## src/rtl/port_rd_frontend.sv

```systemverilog
// port_rd_frontend
// Egress replay frontend. Packet words streamed from the port backend are
// buffered in a DEPTH-entry elastic FIFO and replayed on the external read
// interface as: one-cycle o_rd_sop, o_rd_vld words (header first), one-cycle
// o_rd_eop. Header fields of the packet in flight are latched on the header pop.
//
// Ports
//   i_clk, i_rst        clock, synchronous active-high reset
//   i_xfer_data_vld     backend word valid
//   i_xfer_data[15:0]   backend word (first word of a packet is the header)
//   i_xfer_last         last word of the packet (qualified by i_xfer_data_vld)
//   o_xfer_pause        registered back-pressure to the backend
//   i_rd_ready          external sink can accept words
//   o_rd_sop/o_rd_vld/o_rd_data/o_rd_eop   replayed packet framing and data
//   o_rd_length/o_rd_prior/o_rd_dest_port  header[15:7]/[6:4]/[3:0]
//   o_ovf               sticky overflow (push while full)
//
// state  | meaning
// S_IDLE | waiting for a readable word and sink ready; issues o_rd_sop
// S_SOP  | o_rd_sop cycle; next pop is the header
// S_DATA | popping words while readable and sink ready
// S_EOP  | issues o_rd_eop after the word flagged last
module port_rd_frontend #(
   parameter int DEPTH    = 64,
   parameter int PAUSE_TH = 60,
   localparam int AW      = $clog2(DEPTH)
) (
   input  logic        i_clk,
   input  logic        i_rst,
   input  logic        i_xfer_data_vld,
   input  logic [15:0] i_xfer_data,
   input  logic        i_xfer_last,
   output logic        o_xfer_pause,
   input  logic        i_rd_ready,
   output logic        o_rd_sop,
   output logic        o_rd_vld,
   output logic [15:0] o_rd_data,
   output logic        o_rd_eop,
   output logic [8:0]  o_rd_length,
   output logic [2:0]  o_rd_prior,
   output logic [3:0]  o_rd_dest_port,
   output logic        o_ovf
);

   typedef enum logic [1:0] {S_IDLE, S_SOP, S_DATA, S_EOP} state_t;

   localparam logic [AW:0] C_FULL  = (AW+1)'(DEPTH);
   localparam logic [AW:0] C_PAUSE = (AW+1)'(PAUSE_TH);

   logic [16:0]   r_mem [DEPTH];
   logic [AW-1:0] r_wr_ptr, r_rd_ptr;
   logic [AW:0]   r_count;
   logic          r_push_d;
   logic          r_first;
   state_t        r_state;

   state_t        w_state_nxt;
   logic          w_push, w_pop, w_first_nxt;
   logic          w_sop_nxt, w_vld_nxt, w_eop_nxt;
   logic [15:0]   w_data_nxt;
   logic [8:0]    w_len_nxt;
   logic [2:0]    w_prior_nxt;
   logic [3:0]    w_dest_nxt;
   logic [AW:0]   w_vis;
   logic [16:0]   w_entry;

   assign w_push  = i_xfer_data_vld && (r_count != C_FULL);
   // The word accepted on the last edge is not yet readable: no bypass path.
   assign w_vis   = r_count - {{AW{1'b0}}, r_push_d};
   assign w_entry = r_mem[r_rd_ptr];

   always_ff @(posedge i_clk) begin
      if (w_push) r_mem[r_wr_ptr] <= {i_xfer_last, i_xfer_data};
   end

   always_comb begin
      w_state_nxt = r_state;
      w_pop       = 1'b0;
      w_first_nxt = r_first;
      w_sop_nxt   = 1'b0;
      w_vld_nxt   = 1'b0;
      w_eop_nxt   = 1'b0;
      w_data_nxt  = o_rd_data;
      w_len_nxt   = o_rd_length;
      w_prior_nxt = o_rd_prior;
      w_dest_nxt  = o_rd_dest_port;
      case (r_state)
         S_IDLE: begin
            if (w_vis != '0 && i_rd_ready) begin
               w_sop_nxt   = 1'b1;
               w_state_nxt = S_SOP;
            end
         end
         S_SOP: begin
            w_first_nxt = 1'b1;
            w_state_nxt = S_DATA;
         end
         S_DATA: begin
            if (w_vis != '0 && i_rd_ready) begin
               w_pop      = 1'b1;
               w_vld_nxt  = 1'b1;
               w_data_nxt = w_entry[15:0];
               if (r_first) begin
                  w_first_nxt = 1'b0;
                  w_len_nxt   = w_entry[15:7];
                  w_prior_nxt = w_entry[6:4];
                  w_dest_nxt  = w_entry[3:0];
               end
               if (w_entry[16]) w_state_nxt = S_EOP;
            end
         end
         S_EOP: begin
            w_eop_nxt   = 1'b1;
            w_state_nxt = S_IDLE;
         end
         default: w_state_nxt = S_IDLE;
      endcase
   end

   always_ff @(posedge i_clk) begin
      if (i_rst) begin
         r_wr_ptr       <= '0;
         r_rd_ptr       <= '0;
         r_count        <= '0;
         r_push_d       <= 1'b0;
         r_first        <= 1'b0;
         r_state        <= S_IDLE;
         o_xfer_pause   <= 1'b0;
         o_rd_sop       <= 1'b0;
         o_rd_vld       <= 1'b0;
         o_rd_data      <= '0;
         o_rd_eop       <= 1'b0;
         o_rd_length    <= '0;
         o_rd_prior     <= '0;
         o_rd_dest_port <= '0;
         o_ovf          <= 1'b0;
      end else begin
         if (w_push) r_wr_ptr <= r_wr_ptr + AW'(1);
         if (w_pop)  r_rd_ptr <= r_rd_ptr + AW'(1);
         if (w_push && !w_pop)      r_count <= r_count + (AW+1)'(1);
         else if (!w_push && w_pop) r_count <= r_count - (AW+1)'(1);
         r_push_d       <= w_push;
         if (i_xfer_data_vld && !w_push) o_ovf <= 1'b1;
         o_xfer_pause   <= (r_count >= C_PAUSE);
         r_first        <= w_first_nxt;
         r_state        <= w_state_nxt;
         o_rd_sop       <= w_sop_nxt;
         o_rd_vld       <= w_vld_nxt;
         o_rd_data      <= w_data_nxt;
         o_rd_eop       <= w_eop_nxt;
         o_rd_length    <= w_len_nxt;
         o_rd_prior     <= w_prior_nxt;
         o_rd_dest_port <= w_dest_nxt;
      end
   end

endmodule
```

## config.mk

```make
export PLATFORM = sky130hd
export DESIGN_NAME = port_rd_frontend
export DESIGN_NICKNAME = d
export VERILOG_FILES = /design/src/rtl/port_rd_frontend.sv
export SDC_FILE = /design/constraint.sdc
export NUM_CORES = 1
export LEC_CHECK = 0
export BUFFER_PORTS_ARGS = -buffer_cell sky130_fd_sc_hd__buf_2
export CORE_UTILIZATION = 56
export DETAILED_ROUTE_END_ITERATION = 10
export PLACE_DENSITY = 0.75
export SLEW_MARGIN = 20
export SYNTH_ARGS = -nofsm -noshare
export SYNTH_HDL_FRONTEND = slang
export SYNTH_SLANG_ARGS = --single-unit
```

## constraint.sdc

```tcl
create_clock -name i_clk -period 3.4 [get_ports i_clk]
set_input_delay 0.68 -clock i_clk [delete_from_list [all_inputs] [get_ports i_clk]]
set_output_delay 0.68 -clock i_clk [all_outputs]
set_load 0.02 [all_outputs]
```

==> metrics.csv, run 1 <==
metric,value,unit
r2r setup slk,60,ps
worst skew pair latency,670,ps
CP Data Required Time,3960,ps
grt met2 use,0.4179,
Yosys top cell area share,0.7429,
Pre-Repair DR Iteration Count,5,
CP bufs+invs,3,
"most used cell, CP",inv_4,
layout cells sized above 1,0.2808,
worst min-delay path class,input port to flop,
"Critical Path, Cell by Cell",or4_4 > or4b_4 > nand2_4 > inv_4 > ha_4 > inv_4 > buf_6 > ha_1 > o21ai_1 > nand2b_1 > a21o_1 > a21oi_2 > mux2i_1 > mux2_2,
Core Region,77590,sq um
Synth Register Bits,1154,
Pleak,15.72,nW
VDD IR max,0.4352,mV
TritonCTS clock tree,built,
crit path DAT,3900,ps
Non-Filler Instances,3415,
Die W,282.2,um
Hold Startpoint,i_xfer_data_vld,
row cnt,102,
GPL Wtd Cong,0.8329,
Max stage delay on crit path,580,ps
Seq pwr share,0.516,
post-synthesis cell area,43980,sq um
reg-to-reg critical path endpoint,r_count[6]$_SDFFE_PP0P_,
Worst Setup Start Kind,flop,
minimum clock period,3341,ps
P_sw,6.870,mW
Nets,2318,
sequential fraction of the synthesis area,0.7729,
post-synth top area cell,edfxtp_1,
Slew @ Worst Pin,1060,ps
# diodes,0,
Hold Path Stages,3,
CP endpoint kind,flop,
Num CTS Buffers,108,
Area Growth Syn to Fin,13.59,%
First DRT Iteration DRCs,2821,
vias in the first global route,22250,
Gate power share,0.092,
P_int,23.83,mW
"top cells by area, synth","edfxtp_1, mux4_2, dfxtp_1",
H-Tree Depth,3,
initial antenna violation count,2,
top_reg_cell synth,edfxtp_1,
WL final,100.8,mm
hold path endpoint,o_ovf$_SDFFE_PP0P_,
Root Driver,clkbuf_16,
Syn Area/Cell,21.00,sq um
Post-route DRC,0,
GRT Resource Usage Total,0.2577,
die footprint,79660,sq um
dpl hpwl,58.12,mm
final core occ,0.6438,
PortBufs,57,
Routed Antenna Nets,0,
asr flop ratio synth,0,
GR Overflow Total,0,
M3 GR Usage,0.04435,
"most common cell after layout, fill and taps aside",edfxtp_1,
fillcell total,5000,
DR vias/cell,6.504,
status,"complete, no violations",
clock sink count,1154,
synthesized instance count,2094,
Worst Skew,19.02,ps
grt peak-use layer,met2,
syn_nets,2129,
fin. max-slew vios,0,
Max Cap Viol,0,
CP Max Fanout,5,
Placed Cells,3212,
Crit path max-delay family,simple AND/OR/NAND/NOR gates,
Rel. slew slack,0.2935,
pwr/cell area,614.6,nW/um^2
Fin. Hold Viols,0,
deepest clock path buffer count,3,
Die Height,282.2,um
final setup vio count,0,
RSZ-0062 raised after global routing,true,
Clk pwr share,0.392,
first-pass GRT wire length,146.8,mm
Setup CP Type,flop to flop,
largest net degree at the start of global routing,65,
DR vias,22210,
length in cells of the worst reg-to-reg path,14,
Initial Util,0.5668,
"EDFF count, synth",1088,
I/O Pins,58,
Yosys warning total,0,
"Distinct cells, synth",54,
DR WL/cell,29.53,um
Critical Path Slowest Stage Cell,or4b_4,
Sw Ratio,0.2237,
f_max,299.3,MHz
Critical Path Start,r_count[1]$_SDFFE_PP0P_,
most frequent cells in the layout,"edfxtp_1, mux4_2, a22oi_1, buf_4, nor2_1",
met1 Use GR,0.3637,
Final Cycle Share,0.9827,
CTS clock-pin slew for the worst setup and hold paths,60,ps
worst r2r src,r_count[1]$_SDFFE_PP0P_,
==> worst reg2reg max path, cell delays in order, from the launching register on <==
cell      delay (ps)
dfxtp_2          320
or4_4            530
or4b_4           580
nand2_4          110
inv_4             40
ha_4             170
inv_4             70
buf_6            110
ha_1             250
o21ai_1           90
nand2b_1         100
a21o_1           180
a21oi_2          140
mux2i_1          230
mux2_2           350
==> power by group through the flow <==
stage          registers (mW)  clock network [mW]  logic [mW]
2_1_floorplan            16.1                   0        1.80
3_3_place_gp             16.1                   0        2.68
4_1_cts                  15.8                12.2        2.79
3_5_place_dp             16.1                   0        2.76
5_1_grt                  15.9                12.7        3.00
6_report                 15.9                12.0        2.81
==> through the flow <==
stage / hold slack, ps / TNS (ps) / power (mW) / setup slack (ps) / instance area, sq um
after floorplan: 483.2 / 0 / 17.94 / 17.44 / 44000
after global placement: 433.1 / 0 / 18.81 / 20.39 / 46340
after detailed placement: 443.0 / -2.621 / 18.91 / -2.621 / 46350
after CTS: 310.4 / 0 / 30.81 / 14.10 / 49900
after global routing: 318.1 / -43.19 / 31.57 / -43.19 / 49960
final: 333.4 / 0 / 30.70 / 58.98 / 49960
==> what timing repair did <==
action / in CTS / in global routing
hold buffers: 0 / 0
gates resized for setup: 0 / 8
pin swaps: 1 / 5
setup endpoints to repair: 1 / 2
buffers inserted: 0 / 0
cloned: 0 / 0
==> sequential cells by signal (all words and copies together), names as in the netlist, 2 cells and up, named ones only <==
signal	count
o_rd_dest_port	4
o_rd_length	9
r_mem	1088
r_count	7
r_rd_ptr	6
o_rd_data	16
r_state	2
r_wr_ptr	6
o_rd_prior	3
==> metal layers <==
layer	vias up	part of all wire
met4	4	0.024
met1	11700	0.39
li1	9091	-
met3	165	0.094
met2	1250	0.49
met5	-	0.00031
==> area by class of cell <==
| type | instances | area, sq um | share of cell area |
|---|---|---|---|
| Clock buffer | 127 | 2826 | 0.05658 |
| Sequential cell | 1154 | 34000 | 0.6806 |
| Timing Repair Buffer | 199 | 1603 | 0.03208 |
| Clock inverter | 75 | 726.9 | 0.01455 |
| Inverter | 15 | 61.31 | 0.001227 |
| Tap cell | 1040 | 1301 | 0.02605 |
| Multi-Input combinational cell | 805 | 9435 | 0.1889 |
==> how the worst max path moves through the flow <==
stage | cells past startpoint | slack, ps | to
global route | 14 | -40 | r_count[6]$_SDFFE_PP0P_
finish | 14 | 60 | r_count[6]$_SDFFE_PP0P_
CTS | 14 | 10 | r_count[6]$_SDFFE_PP0P_
detailed placement | 14 | -3 | r_count[6]$_SDFFE_PP0P_
floorplan | 14 | 20 | r_count[6]$_SDFFE_PP0P_
global placement | 14 | 20 | r_count[6]$_SDFFE_PP0P_
==> synth_stat cells (all sizes together) (2+ instances only) <==
library cell / count
edfxtp: 1088
mux4: 270
a22oi: 128
nor2: 118
a21oi: 79
buf: 66
dfxtp: 66
clkbuf: 54
nand2: 30
o21ai: 22
a21o: 18
nand2b: 18
nor3: 18
o22ai: 18
inv: 15
ha: 13
mux2i: 12
xor2: 8
nor2b: 6
xnor2: 6
nand3: 5
nand3b: 5
nand4: 5
mux2: 4
a221oi: 2
nand4b: 2
or2: 2
or3: 2
or3b: 2
==> kinds of logic after synthesis <==
group,after synthesis,synth area share
AOI/OAI and AO/OA,274,0.04085
and+or+nand+nor,217,0.02313
DFF,1154,0.7729
muxes,286,0.1420
buffers and inverters,135,0.01417
adders and majority gates,14,0.004154
xor gates and xnor gates,14,0.002788
(Power assumes the default switching activity.)
==> run 2, diff against run 1 <==
--- a/config.mk
+++ b/config.mk
@@ -6,9 +6,9 @@
 export NUM_CORES = 1
 export LEC_CHECK = 0
 export BUFFER_PORTS_ARGS = -buffer_cell sky130_fd_sc_hd__buf_2
-export CORE_UTILIZATION = 56
+export CORE_UTILIZATION = 67
 export DETAILED_ROUTE_END_ITERATION = 10
-export PLACE_DENSITY = 0.75
+export PLACE_DENSITY = 0.84
 export SLEW_MARGIN = 20
 export SYNTH_ARGS = -nofsm -noshare
 export SYNTH_HDL_FRONTEND = slang
==> constraint.sdc (replaced) <==
create_clock -name i_clk -period 4.1 [get_ports i_clk]
set_input_delay 0.82 -clock i_clk [delete_from_list [all_inputs] [get_ports i_clk]]
set_output_delay 0.82 -clock i_clk [all_outputs]
set_load 0.02 [all_outputs]
==> run 2 against run 1 <==
Against the previous run: the flow now finishes with violations (DRC); clock power fell by 17%; flip-flop and latch count stayed put; sequential power down 17%; register-to-register slack gained 160 ps; design area shrank 1.0%; utilization grew 12 points; critical path type unchanged; highest routed layer unchanged.
==> metrics.csv, run 2 (same netlist as run 1, synthesis figures left out) <==
metric,value,unit,change
status,"complete, but fails checks",,"was complete, no violations"
failing checks,DRC,,
GR Overflow Total,0,,unchanged
RSZ-0062 raised after global routing,false,,was true
initial antenna violation count,1,,was 2
die footprint,66670,sq um,was 79660 sq um
# diodes,0,,unchanged
clock sink count,1154,,unchanged
VDD IR max,0.4259,mV,was 0.4352 mV
fin. max-slew vios,0,,unchanged
"most used cell, CP",ha_1,,was inv_4
H-Tree Depth,3,,unchanged
setup TNS,0,ps,unchanged
Overall Power,25.51,mW,was 30.70 mW
Largest register FFs,1088,,unchanged
Rel. slew slack,0.1974,,was 0.2935
Die Height,258.2,um,was 282.2 um
r2r setup slk,220,ps,was 60 ps
biggest regs,"r_mem (1088), o_rd_data (16), o_rd_length (9)",,unchanged
f_max,257.6,MHz,was 299.3 MHz
Fin. Hold Viols,0,,unchanged
Slew @ Worst Pin,1204,ps,was 1060 ps
P_int,19.62,mW,was 23.83 mW
WHS,449.5,ps,was 333.4 ps
Area Growth Syn to Fin,12.45,%,was 13.59%
TritonCTS clock tree,built,,unchanged
Post-route DRC,7,,was 0
Pleak,15.58,nW,was 15.72 nW
final core occ,0.7644,,was 0.6438
dpl hpwl,61.29,mm,was 58.12 mm
Die W,258.2,um,was 282.2 um
Max stage delay on crit path,580,ps,about the same
minimum clock period,3883,ps,was 3341 ps
PortBufs,57,,unchanged
First DRT Iteration DRCs,4071,,was 2821
Top reg by flops,r_mem,,unchanged
worst skew pair latency,670,ps,about the same
Critical Path Slowest Stage Cell,or4_4,,was or4b_4
P_sw,5.885,mW,was 6.870 mW
Clk pwr share,0.389,,was 0.392
crit path DAT,4430,ps,was 3900 ps
Gate power share,0.094,,was 0.092
most frequent cells in the layout,"edfxtp_1, mux4_2, a22oi_1, clkbuf_16, nor2_1",,"was edfxtp_1, mux4_2, a22oi_1, buf_4, nor2_1"
deepest clock path buffer count,3,,unchanged
DR vias,23910,,was 22210
GPL Wtd Cong,0.9340,,was 0.8329
Final Cycle Share,0.9470,,was 0.9827
Routed Antenna Nets,0,,unchanged
Root Driver,clkbuf_16,,unchanged
largest net degree at the start of global routing,65,,unchanged
Core Region,64700,sq um,was 77590 sq um
Post-CTS Repair Setup Buffers,0,,unchanged
CTS clock-pin slew for the worst setup and hold paths,60,ps,about the same
Num CTS Buffers,107,,was 108
Max Cap Viol,0,,unchanged
Setup CP Type,flop to flop,,unchanged
worst min-delay path class,flop to flop,,was input port to flop
CP endpoint kind,flop,,unchanged
Resized cells post-CTS,0,,unchanged
final setup vio count,0,,unchanged
DR WL/cell,36.45,um,was 29.53 um
first-pass GRT wire length,167.6,mm,was 146.8 mm
CP Data Required Time,4650,ps,was 3960 ps
hold buffer count at cts,0,,unchanged
Worst Setup Start Kind,flop,,unchanged
CP Max Fanout,9,,was 5
I/O Pins,58,,unchanged
row cnt,93,,was 102
layout cells sized above 1,0.2671,,was 0.2808
DR vias/cell,7.457,,was 6.504
Initial Util,0.6798,,was 0.5668
vias in the first global route,23950,,was 22250
GRT Resource Usage Total,0.3584,,was 0.2577
Nets,2296,,was 2318
"Critical Path, Cell by Cell",or4_4 > or4b_4 > nand2_4 > inv_4 > ha_1 > inv_1 > ha_1 > nor2b_1 > o21ai_0 > nand2b_1 > a21o_1 > a21oi_1 > mux2i_1 > mux2_2,,was or4_4 > or4b_4 > nand2_4 > inv_4 > ha_4 > inv_4 > buf_6 > ha_1 > o21ai_1 > nand2b_1 > a21o_1 > a21oi_2 > mux2i_1 > mux2_2
Worst Skew,32.96,ps,was 19.02 ps
WL final,116.8,mm,was 100.8 mm
Seq pwr share,0.517,,was 0.516
Pre-Repair DR Iteration Count,11,,was 5
pwr/cell area,515.8,nW/um^2,was 614.6 nW/um^2
"most common cell after layout, fill and taps aside",edfxtp_1,,unchanged
Sw Ratio,0.2307,,was 0.2237
run 2: changes by cell type in the layout (fill, tap and decap cells not counted), sizes merged:
cell	change
buf	-21
clkbuf	+15
clkinv	-8
clkinvlp	-2
inv	-3
bufinv	-5
run 2: power groups by stage:
stage | Clock [mW] | Combinational (mW) | Sequential [mW]
2_1_floorplan | 0 | 1.48 | 13.4
3_3_place_gp | 0 | 2.14 | 13.4
3_5_place_dp | 0 | 2.23 | 13.4
4_1_cts | 9.96 | 2.33 | 13.2
5_1_grt | 10.4 | 2.50 | 13.2
6_report | 9.93 | 2.39 | 13.2
run 2: area by class of cell:
class	instances	area, sq um
Multi-Input combinational cell	805	9395
Timing Repair Buffer	178	1414
Fill cell	3056	15240
Clock buffer	142	3039
Clock inverter	57	479.2
Sequential cell	1154	34000
Tap cell	855	1070
Inverter	15	58.81
run 2: metal layers:
layer  global-route usage  part of all wire  wire, um
met5                    0          0.000068         8
met2               0.5630              0.48     55550
met4               0.1576             0.054      6326
met1               0.4830              0.34     39190
met3              0.09448              0.13     15770
run 2: worst paths after layout:
check	start	end	depth (start not counted)
min reg2reg	o_rd_length[3]$_SDFFE_PP0P_	o_rd_length[3]$_SDFFE_PP0P_	2
max reg2reg	r_count[1]$_SDFFE_PP0P_	r_count[6]$_SDFFE_PP0P_	14
min	o_rd_length[3]$_SDFFE_PP0P_	o_rd_length[3]$_SDFFE_PP0P_	2
max	r_count[1]$_SDFFE_PP0P_	r_count[6]$_SDFFE_PP0P_	14
run 2: per-stage QoR:
| step | setup slack, ps | area (sq um) | std cells |
|---|---|---|---|
| after floorplan | 556.7 | 43980 | 2094 |
| after CTS | 240.3 | 49380 | 3203 |
| after detailed placement | 279.3 | 45860 | 3004 |
| after global routing | 26.12 | 49460 | 3206 |
| final | 217.4 | 49460 | 3206 |
| after global placement | 335.4 | 45860 | 3004 |
run 2: worst max-delay path, delay by kind of cell (launching register included):
kind	cells	cell delay (ps)
AND/OR/NAND/NOR	5	1540
flip-flops	1	340
buffers and inverters	2	270
AO/OA/AOI/OAI	3	500
multiplexers	2	560
adder cells (fa/ha/maj)	2	550
